--- src/rtl/program_loader.sv ---
// Byte-stream program loader: receives a word count then big-endian instruction words and
// writes them into CPU instruction memory while holding the CPU in reset.
module program_loader #(
  parameter int unsigned MAX_WORDS = 64,
  parameter int unsigned TIMEOUT   = 1000
) (
  input  logic        clk,
  input  logic        rst,
  input  logic        byte_valid,
  input  logic [7:0]  byte_data,
  output logic        byte_ready,
  output logic        initialize,
  output logic [31:0] instruction_initialize_data,
  output logic [31:0] instruction_initialize_address,
  output logic        wr_strobe,
  output logic        cpu_rst,
  output logic        done,
  output logic        error
);

  localparam int unsigned TimerW = (TIMEOUT > 1) ? $clog2(TIMEOUT) : 1;

  typedef enum logic [1:0] {StCount, StRecv, StWrite, StDone} state_e;

  state_e              state_q, state_d;
  logic [7:0]          n_q, n_d;
  logic [8:0]          idx_q, idx_d;
  logic [23:0]         asm_q, asm_d;   // first three bytes; the fourth goes straight into data
  logic [1:0]          nbyte_q, nbyte_d;
  logic [TimerW-1:0]   timer_q, timer_d;
  logic [31:0]         data_q, data_d;
  logic [31:0]         addr_q, addr_d;
  logic                error_q, error_d;
  logic                strobe_q, strobe_d;

  logic       in_range;
  logic [8:0] idx_inc;

  assign in_range = (32'(idx_q) < MAX_WORDS);
  assign idx_inc  = idx_q + 9'd1;

  always_comb begin
    state_d    = state_q;
    n_d        = n_q;
    idx_d      = idx_q;
    asm_d      = asm_q;
    nbyte_d    = nbyte_q;
    timer_d    = timer_q;
    data_d     = data_q;
    addr_d     = addr_q;
    error_d    = error_q;
    strobe_d   = 1'b0;
    byte_ready = 1'b0;
    initialize = 1'b1;
    cpu_rst    = 1'b1;
    done       = 1'b0;

    case (state_q)
      StCount: begin
        byte_ready = 1'b1;
        if (byte_valid) begin
          n_d     = byte_data;
          idx_d   = '0;
          nbyte_d = '0;
          timer_d = '0;
          state_d = (byte_data == 8'd0) ? StDone : StRecv;
        end
      end
      StRecv: begin
        byte_ready = 1'b1;
        if (byte_valid) begin
          asm_d   = {asm_q[15:0], byte_data};
          nbyte_d = nbyte_q + 2'd1;
          timer_d = '0;
          if (nbyte_q == 2'd3) begin
            state_d = StWrite;
            // Out-of-range words are still consumed, but never reach the CPU.
            if (in_range) begin
              strobe_d = 1'b1;
              data_d   = {asm_q, byte_data};
              addr_d   = {21'd0, idx_q, 2'b00};
            end else begin
              error_d = 1'b1;
            end
          end
        end else if (timer_q == TimerW'(TIMEOUT - 1)) begin
          error_d = 1'b1;
          state_d = StDone;
        end else begin
          timer_d = timer_q + 1'b1;
        end
      end
      StWrite: begin
        idx_d   = idx_inc;
        timer_d = '0;
        state_d = (idx_inc == {1'b0, n_q}) ? StDone : StRecv;
      end
      StDone: begin
        initialize = 1'b0;
        cpu_rst    = 1'b0;
        done       = 1'b1;
      end
      default: state_d = StCount;
    endcase
  end

  always_ff @(posedge clk or negedge rst) begin
    if (!rst) begin
      state_q  <= StCount;
      n_q      <= '0;
      idx_q    <= '0;
      asm_q    <= '0;
      nbyte_q  <= '0;
      timer_q  <= '0;
      data_q   <= '0;
      addr_q   <= '0;
      error_q  <= 1'b0;
      strobe_q <= 1'b0;
    end else begin
      state_q  <= state_d;
      n_q      <= n_d;
      idx_q    <= idx_d;
      asm_q    <= asm_d;
      nbyte_q  <= nbyte_d;
      timer_q  <= timer_d;
      data_q   <= data_d;
      addr_q   <= addr_d;
      error_q  <= error_d;
      strobe_q <= strobe_d;
    end
  end

  assign instruction_initialize_data    = data_q;
  assign instruction_initialize_address = addr_q;
  assign wr_strobe                      = strobe_q;
  assign error                          = error_q;

endmodule
--- config.mk ---
export PLATFORM = sky130hd
export DESIGN_NAME = program_loader
export DESIGN_NICKNAME = d
export VERILOG_FILES = /design/src/rtl/program_loader.sv
export SDC_FILE = /design/constraint.sdc
export NUM_CORES = 1
export LEC_CHECK = 0
export CORE_MARGIN = 2
export CORE_UTILIZATION = 35
export DETAILED_ROUTE_END_ITERATION = 8
export HOLD_SLACK_MARGIN = 0.12
export SLEW_MARGIN = 20
export SYNTH_ARGS = -nofsm -noshare
export SYNTH_HDL_FRONTEND = slang
export SYNTH_SLANG_ARGS = --single-unit
--- constraint.sdc ---
create_clock -name clk -period 2.3 [get_ports clk]
set_input_delay 0.23 -clock clk [delete_from_list [all_inputs] [get_ports clk]]
set_output_delay 0.23 -clock clk [all_outputs]
set_load 0.01 [all_outputs]
==> impl_metrics.json, run 1 <==
{
  "synth_compound_area_share_pct": 5.824,
  "synth_edf_count": 0,
  "grt_pass1_vias": 2842,
  "hold_slack_ns": 0.4520,
  "grt_first_pass_wirelength_um": 14400,
  "drtAntennaViolNets": 0,
  "p_per_area_mw_per_mm2": 1209,
  "grt_max_degree": 99,
  "root_buffer": "clkbuf_16",
  "status": "complete, no violations",
  "synth-xor-area-share_pct": 3.654,
  "ys_warn_count": 0,
  "fin_skew_ns": 0.006280,
  "slew_headroom_pct": 51.60,
  "vias_per_cell": 4.696,
  "wl_per_cell_um": 14.16,
  "start_util_pct": 35.94,
  "crit_required_ns": 2.07,
  "final_nets": 437,
  "path_clk_slew_ns": 0.07,
  "mostFrequentLayoutCells": "dfrtp_1 (98), mux2_2 (66), clkdlybuf4s50_1 (56), conb_1 (23), nand2_1 (21)",
  "areaGrowthSynthToFinish_pct": 20.96,
  "die-width_um": 118.1,
  "crit_arrival_ns": 1.91,
  "cts.sinks": 98,
  "yosysUniqueCellTypes": 50,
  "numCtsBuffers": 9,
  "die_y_um": 118.1,
  "num_vias": 2799,
  "seq_area_frac_synth_pct": 53.85,
  "cts_hold_buf": 1,
  "netlist.area_leader.share_pct": 53.85,
  "critPathCaptureType": "primary output",
  "overflow": 0,
  "async_flop_share_pct": 100.0,
  "antenna_cells": 0,
  "synth_area_sq_mm": 0.004554,
  "finalMaxSlewViolations": 0,
  "dp_slack_ns": 0.2787,
  "drtIter0Drc": 125,
  "clock_latency_ns": 0.35,
  "tightest_slew_ns": 0.7212,
  "synth_ff_type": "dfrtp_1",
  "grt_use_total_pct": 12.80,
  "total_power_mw": 6.661,
  "cap_violations": 0,
  "clockBufferDepth": 2,
  "drc": 0,
  "finalHoldViolCount": 0,
  "setup_viol": 0,
  "synthCells": 360,
  "fin_crit_ns": 2.139,
  "cts_tree": "built",
  "synth_top_family_by_area": "multiplexers",
  "yosys.area_share.simple_pct": 9.451,
  "tns_ns": 0,
  "fp.dieArea_sq_mm": 0.01394,
  "path_class": "reg2out",
  "synthTopCellsByArea": "dfrtp_1 (54%), mux2_2 (16%), buf_4 (4.5%)",
  "startpoint_type": "flip-flop",
  "synth_top_cell_by_area": "dfrtp_1",
  "antenna_found_initial": 0,
  "ir_worst_vdd_v": 0.0006383,
  "fin_crit_sh_pct": 92.98,
  "synth_fa_ha_area_share_pct": 1.923,
  "core-area_sq_mm": 0.01267,
  "gp_congestion": 0.7606,
  "dr.pass1.iters": 4,
  "hold_path_class": "in2async",
  "final_common_cell": "dfrtp_1",
  "io_pins": 81,
  "wirelength_um": 8442,
  "rsz0062_at_grt": "false",
  "timing.final.ws_setup_ns": 0.1614,
  "hpwl_um": 5847,
  "maxClockFrequency_mhz": 467.6,
  "postCtsSetupBuffers": 0,
  "ys_seq_elements": 98,
  "synthMuxAreaShare_pct": 17.80,
  "layout-drive-gt1-share_pct": 24.06,
  "p_leak_nw": 2.470,
  "worst-path-max-fanout": 9,
  "portBuffers": 57,
  "syn_area_per_cell_sq_um": 12.65,
  "cts.htree.levels": 3,
  "cts_resized": 0,
  "rows": 41
}
-- stage by stage --
stage	utilization [%]	instance area, sq um	std cells
final	43.48	5509	596
after global routing	43.48	5509	596
after CTS	43.48	5509	596
after detailed placement	41.03	5199	579
after global placement	41.03	5199	579
after floorplan	-	4637	382
-- path summary, 6_finish.rpt --
| path | start | end | slack (ns) | cells past startpoint |
|---|---|---|---|---|
| min in group clk | error | error | 0.46 | 1 |
| setup / recovery | state_q[1] | byte_ready | 0.16 | 4 |
| hold / removal | rst | instruction_initialize_data[24] | 0.45 | 3 |
| setup reg to reg | timer_q[0] | timer_q[1] | 0.27 | 6 |
| max in group asynchronous | rst | idx_q[4] | 1.43 | 3 |
| hold reg to reg | error | error | 0.46 | 1 |
-- sequential cells by signal (all words and copies together), names as in the netlist --
name	cells
wr_strobe	1
instruction_initialize_address	9
n_q	8
idx_q	9
asm_q	24
instruction_initialize_data	32
nbyte_q	2
timer_q	10
error	1
state_q	2
-- cell usage after synthesis, drive strengths merged (2+ instances only) --
master	number
dfrtp	98
mux2	72
buf	40
nand2	21
nor2	15
nand3	12
xor2	11
o21ai	8
xnor2	8
ha	7
a22o	6
inv	6
nand4	5
a21o	4
a21oi	4
nor2b	4
nor3	4
a41o	3
and2	3
and3	3
nor4	3
and4	2
nand2b	2
nor3b	2
o221ai	2
or4	2
-- report_power, final --
| part | internal, mW | total (mW) | leakage (nW) | switching, mW |
|---|---|---|---|---|
| Sequential | 2.38 | 2.79 | 1.24 | 0.412 |
| Combinational | 1.40 | 2.40 | 1.09 | 1.00 |
| Clock | 0.787 | 1.47 | 0.144 | 0.681 |
| Total | 4.57 | 6.66 | 2.47 | 2.09 |
-- metal layers --
layer | track usage [%] | wire length, um | vias up
met4 | 4.669 | 142 | 0
met2 | 19.91 | 3896 | 77
li1 | - | - | 1342
met1 | 17.03 | 3973 | 1368
met5 | 0 | 0 | -
met3 | 3.585 | 430 | 12
-- worst max-delay path: stages (launching register included) --
cell and delay (ns):
dfrtp_1 0.38, inv_1 0.09, ha_1 0.28, or2_2 0.34, clkdlybuf4s50_1 0.48
-- cells by family after synthesis --
family / Yosys count
adder cells (fa/ha/maj): 7
flip-flops: 98
XOR/XNOR: 19
buffers and inverters: 47
other: 1
multiplexers: 72
AO/OA/AOI/OAI: 35
AND/OR/NAND/NOR: 81
-- area by class of cell --
cell class / count / area, sq um
clock inverters: 6 / 61.31
inverters: 6 / 22.52
flip-flops and latches: 98 / 2452
multi-input cells: 237 / 1848
well taps: 172 / 215.2
repair buffers: 67 / 670.6
fillers: 1193 / 7162
clock buffers: 10 / 239.0
No activity file was read; power rests on OpenSTA's default activity.
==> run 2: changes to the inputs <==
CORE_UTILIZATION = 30   (was 35)
==> run 2 against run 1 <==
Against the previous run: sequential cell count did not move; power grew 4.9%; first-iteration DRC count grew 8.0%; fmax grew 0.31%; via count increased by 1.9%; cell count up 2.7%; largest cell class unchanged.
==> impl_metrics.json, run 2 (synthesized netlist as in run 1, its figures left out) <==
{
  "cts.sinks": 98,
  "fin_skew_ns": 0.005246,
  "fin_crit_ns": 2.132,
  "r2r_end": "state_q[1]",
  "root_buffer": "clkbuf_16",
  "crit_slowest_cell": "clkdlybuf4s50_1",
  "slowest_delay_ns": 0.48,
  "antenna_found_initial": 0,
  "dr.pass1.iters": 4,
  "clock_latency_ns": 0.34,
  "total_power_mw": 6.989,
  "worst-path-max-fanout": 9,
  "grt_max_degree": 65,
  "finalHoldViolCount": 0,
  "timing.final.ws_setup_ns": 0.1680,
  "numCtsBuffers": 9,
  "num_vias": 2853,
  "mostFrequentLayoutCells": "dfrtp_1 (98), mux2_2 (66), clkdlybuf4s50_1 (56), conb_1 (23), nand2_1 (21)",
  "core-area_sq_mm": 0.01503,
  "hold_path_class": "in2async",
  "placed_cell_area_sq_mm": 0.005219,
  "maxClockFrequency_mhz": 469.1,
  "grt_pass1_vias": 2943,
  "drtIter0Drc": 135,
  "grt_first_pass_wirelength_um": 15290,
  "pwr-share-comb_pct": 34.6,
  "hpwl_um": 6399,
  "fin_area_sq_mm": 0.005589,
  "fin_crit_sh_pct": 92.69,
  "hold_slack_ns": 0.3856,
  "p_sw_mw": 2.091,
  "cts_tree": "built",
  "status": "complete, no violations",
  "crit_start": "state_q[1]",
  "overflow": 0,
  "io_pins": 81,
  "tns_ns": 0,
  "startpoint_type": "flip-flop",
  "vias_per_cell": 4.662,
  "wirelength_um": 8973,
  "crit_end": "byte_ready",
  "antenna_cells": 0,
  "final_nets": 437,
  "path_class": "reg2out",
  "r2r-start": "state_q[0]",
  "layout-drive-gt1-share_pct": 24.06,
  "drc": 0,
  "fin_cells": 612,
  "clockBufferDepth": 2,
  "critPathCaptureType": "primary output",
  "drtAntennaViolNets": 0,
  "regToRegSetupSlack_ns": 0.19,
  "largest_register_ffs": 32,
  "path_cells": "inv_1 > ha_1 > or2_2 > clkdlybuf4s50_1",
  "crit_required_ns": 2.07,
  "rsz0062_at_grt": "false",
  "power_frac_clock_pct": 25.3,
  "rows": 45,
  "areaGrowthSynthToFinish_pct": 22.72,
  "die_y_um": 127.2,
  "ir_worst_vdd_v": 0.0007149,
  "finalCoreUtilization_pct": 37.18,
  "cap_violations": 0,
  "slew_headroom_pct": 52.69,
  "fp.dieArea_sq_mm": 0.01618,
  "start_util_pct": 30.30,
  "swShare_pct": 29.91,
  "final_common_cell": "dfrtp_1",
  "dp_slack_ns": 0.1851,
  "setup_viol": 0,
  "wl_per_cell_um": 14.66,
  "portBuffers": 57,
  "pwr-share-seq_pct": 40.1,
  "power.internal_mw": 4.899,
  "finalMaxSlewViolations": 0,
  "crit_arrival_ns": 1.90,
  "grt_use_total_pct": 11.76,
  "p_leak_nw": 2.503,
  "rr_worst_depth": 8,
  "p_per_area_mw_per_mm2": 1251,
  "gp_congestion": 0.8014,
  "cts.htree.levels": 3,
  "postCtsSetupBuffers": 0,
  "die-width_um": 127.2,
  "dpl.cell_count": 595,
  "path_clk_slew_ns": 0.07,
  "tightest_slew_ns": 0.7049
}
## run 2: cell types whose count changed in the layout (fill, tap and decap cells not counted), sizes merged
cell      delta
clkinvlp     -1
clkinv       -2
clkbuf       +1
bufinv       +3
inv          -1
## run 2: cell type report
class                      count  area (sq um)
tap                          188         235.2
clock inverter                 5         107.6
multi-input combinational    237          1848
timing repair buffer          67         670.6
inverter                       6         22.52
fill                        1438          9444
clock buffer                  11         252.7
sequential                    98          2452
## run 2: power groups by stage
| stage | combinational (mW) | sequential [mW] | clock, mW |
|---|---|---|---|
| final | 2.42 | 2.80 | 1.77 |
| after global routing | 2.64 | 2.90 | 1.87 |
| after CTS | 2.46 | 2.82 | 1.81 |
| after detailed placement | 2.44 | 2.84 | 0 |
| after global placement | 2.39 | 2.82 | 0 |
| after floorplan | 1.37 | 2.86 | 0 |
## run 2: critical path: cells and delay by family (launching register included)
kind | cells | cell delay [ns]
adder cells (fa/ha/maj) | 1 | 0.29
buffers and inverters | 2 | 0.56
flip-flops | 1 | 0.37
AND/OR/NAND/NOR | 1 | 0.34
## run 2: routing by layer
layer	routed length (um)	GRT usage (%)	vias to the layer above
met1	3995	14.85	1429
met5	0	0	-
li1	-	-	1337
met3	493	3.392	15
met2	4289	19.17	72
met4	194	4.525	0
## run 2: what timing repair did
item | in CTS | in global routing
hold buffers | 1 | 0
hold endpoints to repair | 34 | 0
resized for setup | 0 | 0
## run 2: worst min-delay path by stage
stage | from | end | cells after the start
floorplan | rst | asm_q[0] | 0
global placement | rst | instruction_initialize_address[10] | 1
detailed placement | rst | instruction_initialize_address[10] | 1
CTS | rst | instruction_initialize_data[15] | 2
global route | rst | instruction_initialize_data[3] | 2
finish | rst | instruction_initialize_address[10] | 2
